<file path="src/rtl/uart_host.sv">
// uart_host: host-side 8N1 UART initiator that sends one byte and checks the echoed frame.
// Define UART_HOST_TIMEOUT_EN to bound the wait for the echo start bit.
module uart_host #(
    parameter int CLK_DIV      = 434,
    parameter int TIMEOUT_BITS = 40
) (
    input  logic       clk,
    input  logic       rst_n,
    input  logic       start,
    input  logic [7:0] tx_data,
    output logic       mosi,
    input  logic       miso,
    output logic       busy,
    output logic       done,
    output logic [7:0] rx_data,
    output logic       match,
    output logic       frame_err,
    output logic       timeout
);
    typedef enum logic [1:0] {T_IDLE, T_START, T_DATA, T_STOP} tx_state_t;
    typedef enum logic [2:0] {R_OFF, R_WAIT, R_START, R_DATA, R_STOP} rx_state_t;
    localparam logic [15:0] DIV_LAST  = 16'(CLK_DIV - 1);
    localparam logic [15:0] HALF_LAST = 16'(CLK_DIV / 2 - 1);
    tx_state_t tx_state, tx_state_d;
    rx_state_t rx_state, rx_state_d;
    logic [15:0] tx_cnt, tx_cnt_d, rx_cnt, rx_cnt_d;
    logic [2:0] tx_bit, tx_bit_d, rx_bit, rx_bit_d;
    logic [7:0] tx_byte, tx_byte_d, rx_shift, rx_shift_d, rx_data_d;
    logic mosi_d, busy_d, done_d, match_d, frame_err_d;
    logic s1, s2, s3, accept, tx_tick, rx_tick, tmo_hit;
    assign accept  = start && !busy;
    assign tx_tick = tx_cnt == DIV_LAST;
    assign rx_tick = rx_cnt == ((rx_state == R_START) ? HALF_LAST : DIV_LAST);
    always_comb begin
        tx_state_d  = tx_state;
        tx_cnt_d    = (tx_state == T_IDLE || tx_tick) ? '0 : tx_cnt + 16'd1;
        tx_bit_d    = tx_bit;
        tx_byte_d   = tx_byte;
        rx_state_d  = rx_state;
        rx_cnt_d    = (rx_tick || rx_state == R_OFF || rx_state == R_WAIT) ? '0 : rx_cnt + 16'd1;
        rx_bit_d    = rx_bit;
        rx_shift_d  = rx_shift;
        rx_data_d   = rx_data;
        done_d      = 1'b0;
        match_d     = accept ? 1'b0 : match;
        frame_err_d = accept ? 1'b0 : frame_err;
        case (tx_state)
            T_IDLE:  if (accept) begin
                tx_state_d = T_START;
                tx_byte_d  = tx_data;
            end
            T_START: if (tx_tick) begin
                tx_state_d = T_DATA;
                tx_bit_d   = 3'd0;
            end
            T_DATA:  if (tx_tick) begin
                tx_bit_d   = tx_bit + 3'd1;
                tx_state_d = (tx_bit == 3'd7) ? T_STOP : T_DATA;
            end
            default: tx_state_d = tx_tick ? T_IDLE : T_STOP;
        endcase
        mosi_d = !(tx_state_d == T_START || (tx_state_d == T_DATA && !tx_byte_d[tx_bit_d]));
        // The slave may start echoing during our stop bit, so listen from its first cycle
        case (rx_state)
            R_OFF:   if (tx_state_d == T_STOP && tx_state != T_STOP) rx_state_d = R_WAIT;
            R_WAIT:  if (tmo_hit) begin
                rx_state_d = R_OFF;
                done_d     = 1'b1;
                match_d    = 1'b0;
            end else if (s3 && !s2) rx_state_d = R_START;
            R_START: if (rx_tick) begin
                rx_state_d = s2 ? R_WAIT : R_DATA;
                rx_bit_d   = 3'd0;
            end
            R_DATA:  if (rx_tick) begin
                rx_shift_d = {s2, rx_shift[7:1]};
                rx_bit_d   = rx_bit + 3'd1;
                rx_state_d = (rx_bit == 3'd7) ? R_STOP : R_DATA;
            end
            R_STOP:  if (rx_tick) begin
                rx_state_d  = R_OFF;
                rx_data_d   = rx_shift;
                frame_err_d = !s2;
                match_d     = s2 && rx_shift == tx_byte;
                done_d      = 1'b1;
            end
            default: rx_state_d = R_OFF;
        endcase
        busy_d = accept ? 1'b1 : (done_d ? 1'b0 : busy);
    end
    always_ff @(posedge clk or negedge rst_n) begin
        if (!rst_n) begin
            tx_state  <= T_IDLE;
            tx_cnt    <= '0;
            tx_bit    <= '0;
            tx_byte   <= '0;
            rx_state  <= R_OFF;
            rx_cnt    <= '0;
            rx_bit    <= '0;
            rx_shift  <= '0;
            rx_data   <= '0;
            mosi      <= 1'b1;
            busy      <= 1'b0;
            done      <= 1'b0;
            match     <= 1'b0;
            frame_err <= 1'b0;
            {s1, s2, s3} <= 3'b111;
        end else begin
            tx_state  <= tx_state_d;
            tx_cnt    <= tx_cnt_d;
            tx_bit    <= tx_bit_d;
            tx_byte   <= tx_byte_d;
            rx_state  <= rx_state_d;
            rx_cnt    <= rx_cnt_d;
            rx_bit    <= rx_bit_d;
            rx_shift  <= rx_shift_d;
            rx_data   <= rx_data_d;
            mosi      <= mosi_d;
            busy      <= busy_d;
            done      <= done_d;
            match     <= match_d;
            frame_err <= frame_err_d;
            {s1, s2, s3} <= {miso, s1, s2};
        end
    end
`ifdef UART_HOST_TIMEOUT_EN
    localparam logic [31:0] TMO_LAST = 32'(TIMEOUT_BITS * CLK_DIV - 1);
    logic [31:0] tcnt;
    // Keeps counting through a rejected start so a glitch cannot stretch the window
    assign tmo_hit = rx_state == R_WAIT && tcnt >= TMO_LAST;
    always_ff @(posedge clk or negedge rst_n) begin
        if (!rst_n) begin
            tcnt    <= '0;
            timeout <= 1'b0;
        end else begin
            tcnt    <= (rx_state == R_OFF) ? '0 : tcnt + 32'd1;
            timeout <= accept ? 1'b0 : (timeout || tmo_hit);
        end
    end
`else
    assign tmo_hit = 1'b0;
    assign timeout = 1'b0;
`endif
endmodule

</file>
<file path="config.mk">
export PLATFORM = sky130hd
export DESIGN_NAME = uart_host
export DESIGN_NICKNAME = d
export VERILOG_FILES = /design/src/rtl/uart_host.sv
export SDC_FILE = /design/constraint.sdc
export NUM_CORES = 1
export LEC_CHECK = 0
export BUFFER_PORTS_ARGS = -buffer_cell sky130_fd_sc_hd__buf_2
export CORE_MARGIN = 2
export CORE_UTILIZATION = 55
export DETAILED_ROUTE_END_ITERATION = 7
export GPL_ROUTABILITY_DRIVEN = 0
export PLACE_DENSITY = 0.8
export SLEW_MARGIN = 40
export SYNTH_ARGS = -nofsm -noshare
export SYNTH_HDL_FRONTEND = slang
export SYNTH_SLANG_ARGS = --single-unit
</file>
<file path="constraint.sdc">
create_clock -name clk -period 8.4 [get_ports clk]
set_clock_uncertainty 0.05 [all_clocks]
set_input_delay 0.42 -clock clk [delete_from_list [all_inputs] [get_ports clk]]
set_output_delay 0.42 -clock clk [all_outputs]
set_load 0.02 [all_outputs]
</file>
==> results.json <==
{
  "hold_buffers": 0,
  "die_h_um": 86.27,
  "multi_input_area_mm2": 0.001698,
  "avgRoutedWirePerCell_um": 15.42,
  "drc_errors": 0,
  "syn_avg_cell_area_um2": 11.31,
  "p_leak_nw": 1.893,
  "vias": 2481,
  "port_buffers": 24,
  "cts_setup_buffers": 0,
  "core_mm2": 0.006459,
  "p_per_area_mw_per_mm2": 166.3,
  "grt.total_usage": 0.2006,
  "status": "finished, final reports clean",
  "period_needed_ns": 3.270,
  "internal_power_mw": 0.5340,
  "min_path_type": "primary input to asynchronous set/reset pin",
  "yosysTopAreaCellShare": 0.4773,
  "ys_ff_latch": 75,
  "clk_latency_ns": 0.35,
  "synth.most_common_cell": "dfrtp_1",
  "max_freq_mhz": 305.9,
  "power_frac_seq": 0.533,
  "ioPinCount": 26,
  "power.net_switching_mw": 0.1468,
  "worst_ir_drop_vdd_uv": 134.9,
  "dp_hpwl_mm": 4.616,
  "end_kind": "flip-flop",
  "routed_wl_mm": 6.709,
  "yosysWarningCount": 0,
  "fin_util": 0.6339,
  "pwr-share-comb": 0.017,
  "netlist_instances": 329,
  "cts_tree": "built",
  "async_reset_ff_frac": 1.000,
  "cts_buffers": 9,
  "clockRootBuffer": "clkbuf_8",
  "switching_share": 0.2157,
  "diodes": 0,
  "clk_pin_slew_ns": 0.08,
  "crit_required_ns": 8.60,
  "synthTopCellsByArea": "dfrtp_1, xor2_1, ha_1",
  "slew_violations": 0,
  "viasPerCell": 5.703,
  "synthTopCellsByCount": "dfrtp_1, nor2_1, nand3_1",
  "yosys.area.top_type": "dfrtp_1",
  "worst_pin_slew_ns": 0.6654,
  "grt_max_degree": 76,
  "grt_pass1_vias": 2491,
  "pwr-share-clk": 0.451,
  "setup_viol": 0,
  "clockBufferDepth": 2,
  "cp_max_fo": 8,
  "hold_violations": 0,
  "synth_edf_count": 0,
  "start_util": 0.5763,
  "syn_area_mm2": 0.003722,
  "setup_tns_ns": 0,
  "antenna_left": 0,
  "drt-initial-drc-count": 114,
  "rsz0062_at_grt": "no",
  "period_share": 0.3892,
  "ys.flop_type": "dfrtp_1",
  "drive_gt1_frac": 0.2039,
  "drt_pass1_iterations": 4,
  "cp-start-kind": "flip-flop",
  "worst-endpoint-arrival_ns": 3.47,
  "critical_path_class": "flip-flop to flip-flop",
  "cts_resized": 0,
  "regArea_mm2": 0.001882,
  "row_count": 29,
  "cts_sinks": 75,
  "die_w_um": 86.27,
  "grt_overflow": 0,
  "design_area_mm2": 0.004094,
  "grt_pass1_wl_mm": 11.56,
  "h-tree-depth": 3,
  "maxCapViolCount": 0,
  "synth_cell_types": 51,
  "yosysSeqAreaShare": 0.5055,
  "fill_cells": 486,
  "maxSlewHeadroom": 0.5523,
  "nNetsFinal": 378,
  "placed_cell_area_mm2": 0.003862,
  "area_delta_synth_final_pct": 9.983,
  "antenna_found_initial": 0,
  "dieArea_mm2": 0.007442,
  "synth_fp_nets": 354
}
==> registers in the layout, summed over array words and instances (netlist names) <==
| register | flops |
|---|---|
| busy | 1 |
| rx_state | 3 |
| frame_err | 1 |
| tx_byte | 8 |
| s1 | 1 |
| rx_bit | 3 |
| match | 1 |
| rx_shift | 8 |
| rx_cnt | 16 |
| rx_data | 8 |
| tx_cnt | 16 |
| tx_bit | 3 |
| s3 | 1 |
| tx_state | 2 |
| s2 | 1 |
| done | 1 |
| mosi | 1 |
==> cells in the final DEF (no fill, tap or decap), drive strengths merged, types with 8 or more instances in the layout <==
cell / netlist / layout
buf: 7 / 25
clkbuf: 5 / 9
dfrtp: 71 / 71
ha: 13 / 13
inv: 16 / 18
mux2: 24 / 24
nand2: 11 / 11
nand3: 24 / 24
nor2: 40 / 40
o21ai: 8 / 8
xnor2: 16 / 16
xor2: 19 / 19
==> per-layer routing <==
metal / GRT usage / up-vias / wire (um)
met5: 0 / - / 0
met2: 0.3214 / 46 / 3275
met1: 0.2565 / 1219 / 3062
li1: - / 1200 / -
met3: 0.05619 / 16 / 200
met4: 0.08807 / 0 / 170
==> stage by stage <==
stage / setup slack, ns / power, mW / hold WS [ns] / instances
2_1_floorplan: 5.532 / 0.3714 / 0.07441 / 329
3_3_place_gp: 5.323 / 0.3814 / 0.3038 / 418
3_5_place_dp: 5.121 / 0.3816 / 0.3017 / 418
4_1_cts: 5.120 / 0.6897 / 0.03988 / 434
5_1_grt: 4.849 / 0.7074 / 0.07944 / 435
6_report: 5.130 / 0.6809 / 0.02633 / 435
==> power groups by stage <==
stage | sequential [mW] | clock (mW) | combinational (mW)
3_3_place_gp | 0.370 | 0 | 0.0117
4_1_cts | 0.363 | 0.315 | 0.0119
2_1_floorplan | 0.370 | 0 | 0.00177
6_report | 0.363 | 0.307 | 0.0115
3_5_place_dp | 0.370 | 0 | 0.0119
5_1_grt | 0.363 | 0.331 | 0.0137
==> logic make-up (layout without fill, tap and decap cells) <==
| family | after synthesis | in the layout | synth area share |
|---|---|---|---|
| flip-flops | 75 | 75 | 0.5055 |
| other | 1 | 1 | 0.001007 |
| XOR/XNOR | 35 | 35 | 0.08235 |
| AND/OR/NAND/NOR | 115 | 115 | 0.1634 |
| AO/OA/AOI/OAI | 32 | 32 | 0.05479 |
| adder cells (fa/ha/maj) | 13 | 13 | 0.04370 |
| multiplexers | 30 | 30 | 0.1092 |
| buffers and inverters | 28 | 57 | 0.04000 |
==> critical path, cell delays in order (launching register included) <==
cell and delay, ns:
dfrtp_1 0.41, inv_1 0.06, ha_1 0.12, nor3b_1 0.17
and4_1 0.33, inv_2 0.11, ha_1 0.29, inv_1 0.06
a22oi_1 0.07, a21oi_1 0.44, mux4_2 0.57, nor3b_1 0.27
a211o_1 0.15, a31oi_1 0.09
==> final timing paths <==
check | from | cells after the start | endpoint | slack [ns]
max | tx_cnt[1]$_DFF_PN0_ | 13 | mosi$_DFF_PN1_ | 5.13
min | rst_n | 1 | rx_cnt[13]$_DFF_PN0_ | 0.03
max reg2reg | tx_cnt[1]$_DFF_PN0_ | 13 | mosi$_DFF_PN1_ | 5.13
min reg2reg | s1$_DFF_PN1_ | 0 | s2$_DFF_PN1_ | 0.31
max in group asynchronous | rst_n | 1 | tx_byte[0]$_DFF_PN0_ | 7.81
min in group clk | miso | 1 | s1$_DFF_PN1_ | 0.12
==> area by class of cell <==
class | instances | area share
tap | 77 | 0.02353
clock inverter | 7 | 0.02445
multi-input combinational | 226 | 0.4147
inverter | 16 | 0.01467
sequential | 75 | 0.4597
clock buffer | 9 | 0.03026
timing repair buffer | 25 | 0.03270
Power figures use the tool's default switching activity.
